===== config.mk =====
export PLATFORM = sky130hd
export DESIGN_NAME = nios_pio_in_cond
export DESIGN_NICKNAME = d
export VERILOG_FILES = /design/src/rtl/nios_pio_in_cond.sv
export SDC_FILE = /design/constraint.sdc
export NUM_CORES = 1
export LEC_CHECK = 0
export ABC_AREA = 1
export CAP_MARGIN = 20
export CORE_MARGIN = 5
export CORE_UTILIZATION = 52
export DETAILED_ROUTE_END_ITERATION = 16
export PLACE_DENSITY = 0.76
export SYNTH_ARGS = -nofsm -noshare
export SYNTH_HDL_FRONTEND = slang
export SYNTH_SLANG_ARGS = --single-unit

===== constraint.sdc =====
create_clock -name clk -period 1.7 [get_ports clk]
set_input_delay 0.34 -clock clk [delete_from_list [all_inputs] [get_ports clk]]
set_output_delay 0.34 -clock clk [all_outputs]
set_load 0.01 [all_outputs]

===== src/rtl/nios_pio_in_cond.sv =====
// Input conditioning ahead of the PIO in_port: 2-FF synchronizer, per-bit
// tick-sampled debounce, edge capture with maskable irq, Avalon-MM registers.
module nios_pio_in_cond #(
    parameter int               WIDTH          = 32,
    parameter logic [WIDTH-1:0] RESET_VALUE    = '0,
    parameter logic [15:0]      PRESCALE_RESET = 16'd999
) (
    input  logic             clk,
    input  logic             reset_n,
    input  logic [2:0]       address,
    input  logic             chipselect,
    input  logic             write_n,
    input  logic [31:0]      writedata,
    output logic [31:0]      readdata,
    output logic             irq,
    input  logic [WIDTH-1:0] pins_in,
    output logic [WIDTH-1:0] data_out
);

    localparam logic [2:0] ADDR_DATA    = 3'd0;
    localparam logic [2:0] ADDR_MASK    = 3'd1;
    localparam logic [2:0] ADDR_RISE_EN = 3'd2;
    localparam logic [2:0] ADDR_FALL_EN = 3'd3;
    localparam logic [2:0] ADDR_CAPTURE = 3'd4;
    localparam logic [2:0] ADDR_RELOAD  = 3'd5;

    logic [WIDTH-1:0] s1_reg, s2_reg;
    logic [WIDTH-1:0] stable_reg, stable_next;
    logic [WIDTH-1:0] data_out_reg;
    logic [WIDTH-1:0] mask_reg, rise_en_reg, fall_en_reg;
    logic [WIDTH-1:0] capture_reg, capture_next;
    logic [WIDTH-1:0] rise, fall, clr;
    logic [15:0]      reload_reg, count_reg;
    logic             irq_reg;
    logic [31:0]      readdata_reg, readdata_next;
    logic             tick;
    logic             wr;

    assign wr   = chipselect && !write_n;
    assign tick = (count_reg == 16'd0);

    // Metastability chain; s2_reg is the only pin-derived signal used below.
    always_ff @(posedge clk or negedge reset_n) begin
        if (!reset_n) begin
            s1_reg <= '0;
            s2_reg <= '0;
        end else begin
            s1_reg <= pins_in;
            s2_reg <= s1_reg;
        end
    end

    // A reload write only changes the next reload; the running count completes.
    always_ff @(posedge clk or negedge reset_n) begin
        if (!reset_n)
            count_reg <= PRESCALE_RESET;
        else if (tick)
            count_reg <= reload_reg;
        else
            count_reg <= count_reg - 16'd1;
    end

    generate
        for (genvar gi = 0; gi < WIDTH; gi++) begin : g_debounce
            logic [2:0] hist_reg;
            logic [2:0] hist_next;

            assign hist_next = {hist_reg[1:0], s2_reg[gi]};

            always_ff @(posedge clk or negedge reset_n) begin
                if (!reset_n)
                    hist_reg <= {3{RESET_VALUE[gi]}};
                else if (tick)
                    hist_reg <= hist_next;
            end

            // Stable flips only on a tick whose shifted history is unanimous.
            assign stable_next[gi] = !tick               ? stable_reg[gi] :
                                     (hist_next == 3'b111) ? 1'b1 :
                                     (hist_next == 3'b000) ? 1'b0 :
                                     stable_reg[gi];
        end
    endgenerate

    assign rise = stable_next & ~stable_reg;
    assign fall = ~stable_next & stable_reg;
    assign clr  = (wr && address == ADDR_CAPTURE) ? writedata[WIDTH-1:0] : '0;

    // New edges are OR'd in after the clear so a coincident edge stays set.
    assign capture_next = (capture_reg & ~clr) | (rise & rise_en_reg) | (fall & fall_en_reg);

    always_ff @(posedge clk or negedge reset_n) begin
        if (!reset_n) begin
            stable_reg   <= RESET_VALUE;
            data_out_reg <= RESET_VALUE;
            capture_reg  <= '0;
            irq_reg      <= 1'b0;
        end else begin
            stable_reg   <= stable_next;
            data_out_reg <= stable_reg;
            capture_reg  <= capture_next;
            irq_reg      <= |(capture_reg & mask_reg);
        end
    end

    always_ff @(posedge clk or negedge reset_n) begin
        if (!reset_n) begin
            mask_reg    <= '0;
            rise_en_reg <= '0;
            fall_en_reg <= '0;
            reload_reg  <= PRESCALE_RESET;
        end else if (wr) begin
            case (address)
                ADDR_MASK:    mask_reg    <= writedata[WIDTH-1:0];
                ADDR_RISE_EN: rise_en_reg <= writedata[WIDTH-1:0];
                ADDR_FALL_EN: fall_en_reg <= writedata[WIDTH-1:0];
                ADDR_RELOAD:  reload_reg  <= writedata[15:0];
                default:      ;
            endcase
        end
    end

    always_comb begin
        readdata_next = '0;
        case (address)
            ADDR_DATA:    readdata_next[WIDTH-1:0] = stable_reg;
            ADDR_MASK:    readdata_next[WIDTH-1:0] = mask_reg;
            ADDR_RISE_EN: readdata_next[WIDTH-1:0] = rise_en_reg;
            ADDR_FALL_EN: readdata_next[WIDTH-1:0] = fall_en_reg;
            ADDR_CAPTURE: readdata_next[WIDTH-1:0] = capture_reg;
            ADDR_RELOAD:  readdata_next[15:0]      = reload_reg;
            default:      ;
        endcase
    end

    always_ff @(posedge clk or negedge reset_n) begin
        if (!reset_n)
            readdata_reg <= '0;
        else
            readdata_reg <= readdata_next;
    end

    assign readdata = readdata_reg;
    assign irq      = irq_reg;
    assign data_out = data_out_reg;

endmodule


==> results summary <==
The run finished, with violations left. The checks that failed: negative setup slack. Excluding fillers, the count of instances in the completed layout stands at 2,485. The class of the worst hold path is in -> reg. The number of maximum-capacitance constraint violations came out at 0. The worst setup path is launched from a flip-flop. In the layout the commonest cells are nand2_1, dfrtp_1, inv_1. For the worst setup path, the data arrival time is between 2 and 2.5 ns. After routing the design area is 20,180 um^2. The post-route fraction of the period consumed by the critical path came out at 100.7%.

During I/O placement, the number of pins put on the boundary was 136. STA classifies the critical path endpoint as a flip-flop. The per-cell via count in the routed design came out at 5.415.

The power per cell area came out at 1118 nW/um^2. After layout, the worst setup slack is -0.01145 ns. The clock net in this run drives a total of 385 sinks. The count of state elements after synthesis came out at between 300 and 400. The H-tree depth reported by CTS is 2. The worst-case IR drop observed on VDD is around 730 uV.

The buffer type at the clock tree root is clkbuf_16. The floorplan die width came out at 185.9 um. The final-stage net count is roughly 2,100. The cell area reported after detailed placement came out at 18,530 um^2. The final-report hold violation count is 0. The count of placed standard cells including taps is between 2,000 and 2,500. The count of buffers inserted at the top-level ports came out at 135.

At the end of routability-driven placement, the weighted congestion stood at 0.8616. The wire-length estimate of the detail-placed layout is 27.15 mm. The clock-pin transition on the worst setup and hold timing paths came out at 0.06 ns. Leaving out fill and tap cells, the most frequent cell in the layout is nand2_1.

Summing the sequential cell areas from Yosys gives 59.99% of the chip area. The number of nets still failing antenna checks after routing came out at 0. The number of buffers added by the clock tree synthesis step came out at 40. For this run, the total global-route usage over all layers was measured as 24.12%.

The number of pins with negative max-slew slack in the final report came out at 0. Detailed routing inserted a total of 13,457 vias. The die covers 34,570 um^2. The setup clock skew after layout came out at 0.01552 ns. The net count after synthesis came out at slightly below 2,000. The fmax came out at between 500 and 600 MHz. The remaining design rule violation count came out at 0. The layout has around 2,400 filler cells. The number of global-route vias before repair came out at around 13,000.

The clock power share is about two fifths. The worst hold margin came out at about 0.24 ns. At the pin with the least slew margin, the transition time is ~0.39 ns. The number of placement rows came out at 64.

The synthesis-to-finish area growth came out at 25.40%. The initial antenna violation count is 0. The share of layout cells above drive strength 1 is approximately a tenth. The cell with the most instances on the worst path is nor2_4. The internal portion of the total power is roughly 17 mW.

The beginning of the worst hold path is pins_in[12]. The sequential share of power is 49.1%. The net switching fraction of the power is 25.90%. The category of cells accounting for the largest share of critical-path delay is flip-flops. The power dissipated by switching net loads came out at 5.842 mW. The worst-case hold path end point is s1_reg[12]$_DFF_PN0_.

The number of flip-flops under the largest register name came out at 64. Prior to clock tree synthesis, the placed netlist has a worst setup slack of -0.4074 ns. The count of yosys warnings during synthesis came out at 0.

TritonCTS built the clock tree. The core utilization of the finished layout is between 60 and 70%. The cell count after synthesis is 1,863.

The remaining global-route overflow came out at 0. The detailed router finished its first iteration with 1,193 violations. The worst slew margin relative to its limit is about three quarters. The design draws about 23 mW.

The maximum fanout encountered on the critical timing path came out at 5. The detailed-route wire length came out at 42.13 mm. The maximum number of pins on one net before global-route repair came out at 60.

The first-pass iteration count of the detailed router came out at 5. Setup repair after global routing could not meet its margin everywhere. The slack of the worst reg-to-reg path is -0.01 ns.

The number of buffer and inverter instances along the worst setup path came out at 4. Summed over all cells, the static leakage comes to 10.41 nW. The worst hold path depth came out at 1.

A synthesized cell averages about 8.6 um^2. Among all stages on the critical path, the largest delay is contributed by dfstp_2. The maximum clock path buffer count came out at 3. Combinational logic is responsible for a little over a tenth of the overall power. The time the final worst path needs with I/O delays and setup came out at 1.711 ns. The synthesized area came out at 16,090 um^2. The die height is 185.9 um. The starting density of the core is 52.61%.

The count of different cell masters after synthesis is 29. Setup violations remaining at the end of the flow were counted as 7. The startpoint identified for the worst register-to-register timing path is count_reg[0]$_DFF_PN1_.

The average routed wire per standard cell came out at between 15 and 20 um. The endpoint identified for the worst register-to-register timing path is capture_reg[10]$_DFF_PN0_. The first-pass GRT wire length is 67.05 mm. Walking the worst path, the cells encountered are inv_2 -> ha_4 -> buf_6 -> nand2_4 -> nor2_4 -> nand2_2 -> nor2_4 -> buf_12 -> clkbuf_16 -> nand4_1 -> nand3_1. The number of cells on the worst reg-to-reg path is 11.

In this design, the stage delay of the slowest critical-path cell is ~0.56 ns. The standard cell core area is 30,590 um^2. The critical path is of the reg -> reg type.

STA puts the critical path data required time at approximately 2.1 ns. The clock latency reported for the late side of the worst-skew pair came out at 0.54 ns. After routing, the total negative slack on setup checks comes to -0.05076 ns. The count of inserted antenna diode cells came out at 0.
area by class of cell:
cell class,count,area [um^2],share of cell area (%)
clock inverter,14,183.9,0.9114
tap,396,495.5,2.455
clock buffer,60,1206,5.977
sequential,385,9656,47.85
inverter,200,750.7,3.720
timing repair buffer,221,2415,11.97
multi-input combinational,1209,5474,27.13
power by group through the flow:
stage | clock network, mW | registers (mW) | logic [mW]
2_1_floorplan | 0 | 11.0 | 1.36
5_1_grt | 9.57 | 11.2 | 2.80
3_5_place_dp | 0 | 11.2 | 2.48
4_1_cts | 9.13 | 11.0 | 2.43
3_3_place_gp | 0 | 11.2 | 2.37
6_report | 9.03 | 11.1 | 2.45
how the worst max path moves through the flow:
stage,start,to,depth (start not counted)
floorplan,count_reg[0]$_DFF_PN1_,capture_reg[29]$_DFF_PN0_,9
global placement,address[2],reload_reg[8]$_DFFE_PN1P_,7
global route,count_reg[0]$_DFF_PN1_,capture_reg[9]$_DFF_PN0_,11
CTS,count_reg[0]$_DFF_PN1_,capture_reg[6]$_DFF_PN0_,10
detailed placement,address[2],reload_reg[7]$_DFFE_PN1P_,7
finish,count_reg[0]$_DFF_PN1_,capture_reg[10]$_DFF_PN0_,11
kinds of logic after synthesis:
group	Yosys count	share of synthesized area [%]
and+or+nand+nor	903	23.16
buffers and inverters	269	6.624
AOI/OAI and AO/OA	298	9.742
adders and majority gates	2	0.1555
xor gates and xnor gates	6	0.3265
DFF	385	59.99
routing by layer:
metal | vias up | GRT usage, % | routed length, um
li1 | 6373 | - | -
met1 | 6460 | 32.40 | 17180
met2 | 529 | 40.51 | 20710
met3 | 95 | 3.713 | 2933
met4 | 0 | 8.103 | 1303
met5 | - | 0 | 0
cells in the mapped netlist, drive strengths merged:
master / number / area (um^2)
xor2: 4 / 35.03
a22oi: 12 / 90.09
nor2: 108 / 425.4
ha: 2 / 25.02
clkbuf: 37 / 138.9
buf: 32 / 176.4
nand2: 586 / 2202
o22ai: 2 / 12.51
a21oi: 35 / 175.2
nor3: 2 / 15.01
a22o: 11 / 96.34
o211ai: 1 / 7.510
o21ai: 237 / 1186
and3: 2 / 12.51
dfstp: 16 / 420.4
clkinv: 2 / 7.510
nand3: 168 / 840.8
nand4: 37 / 231.5
inv: 198 / 743.2
dfrtp: 369 / 9234
xnor2: 2 / 17.52
worst register-to-register path: stages (launching register included):
cell and delay, ns:
dfstp_2 0.56, inv_2 0.05, ha_4 0.16, buf_6 0.11, nand2_4 0.07, nor2_4 0.03
nand2_2 0.08, nor2_4 0.06, buf_12 0.15, clkbuf_16 0.16, nand4_1 0.07, nand3_1 0.07
repair_timing:
action | 4_1_cts | 5_1_grt
setup buffers | 1 | 2
gates cloned | 2 | 6
pin swaps | 2 | 8
setup endpoints to repair | 92 | 96
endpoints found under the hold margin | 23 | 0
gates resized for setup | 72 | 39
hold buffers | 1 | 0
Power figures use the tool's default switching activity.
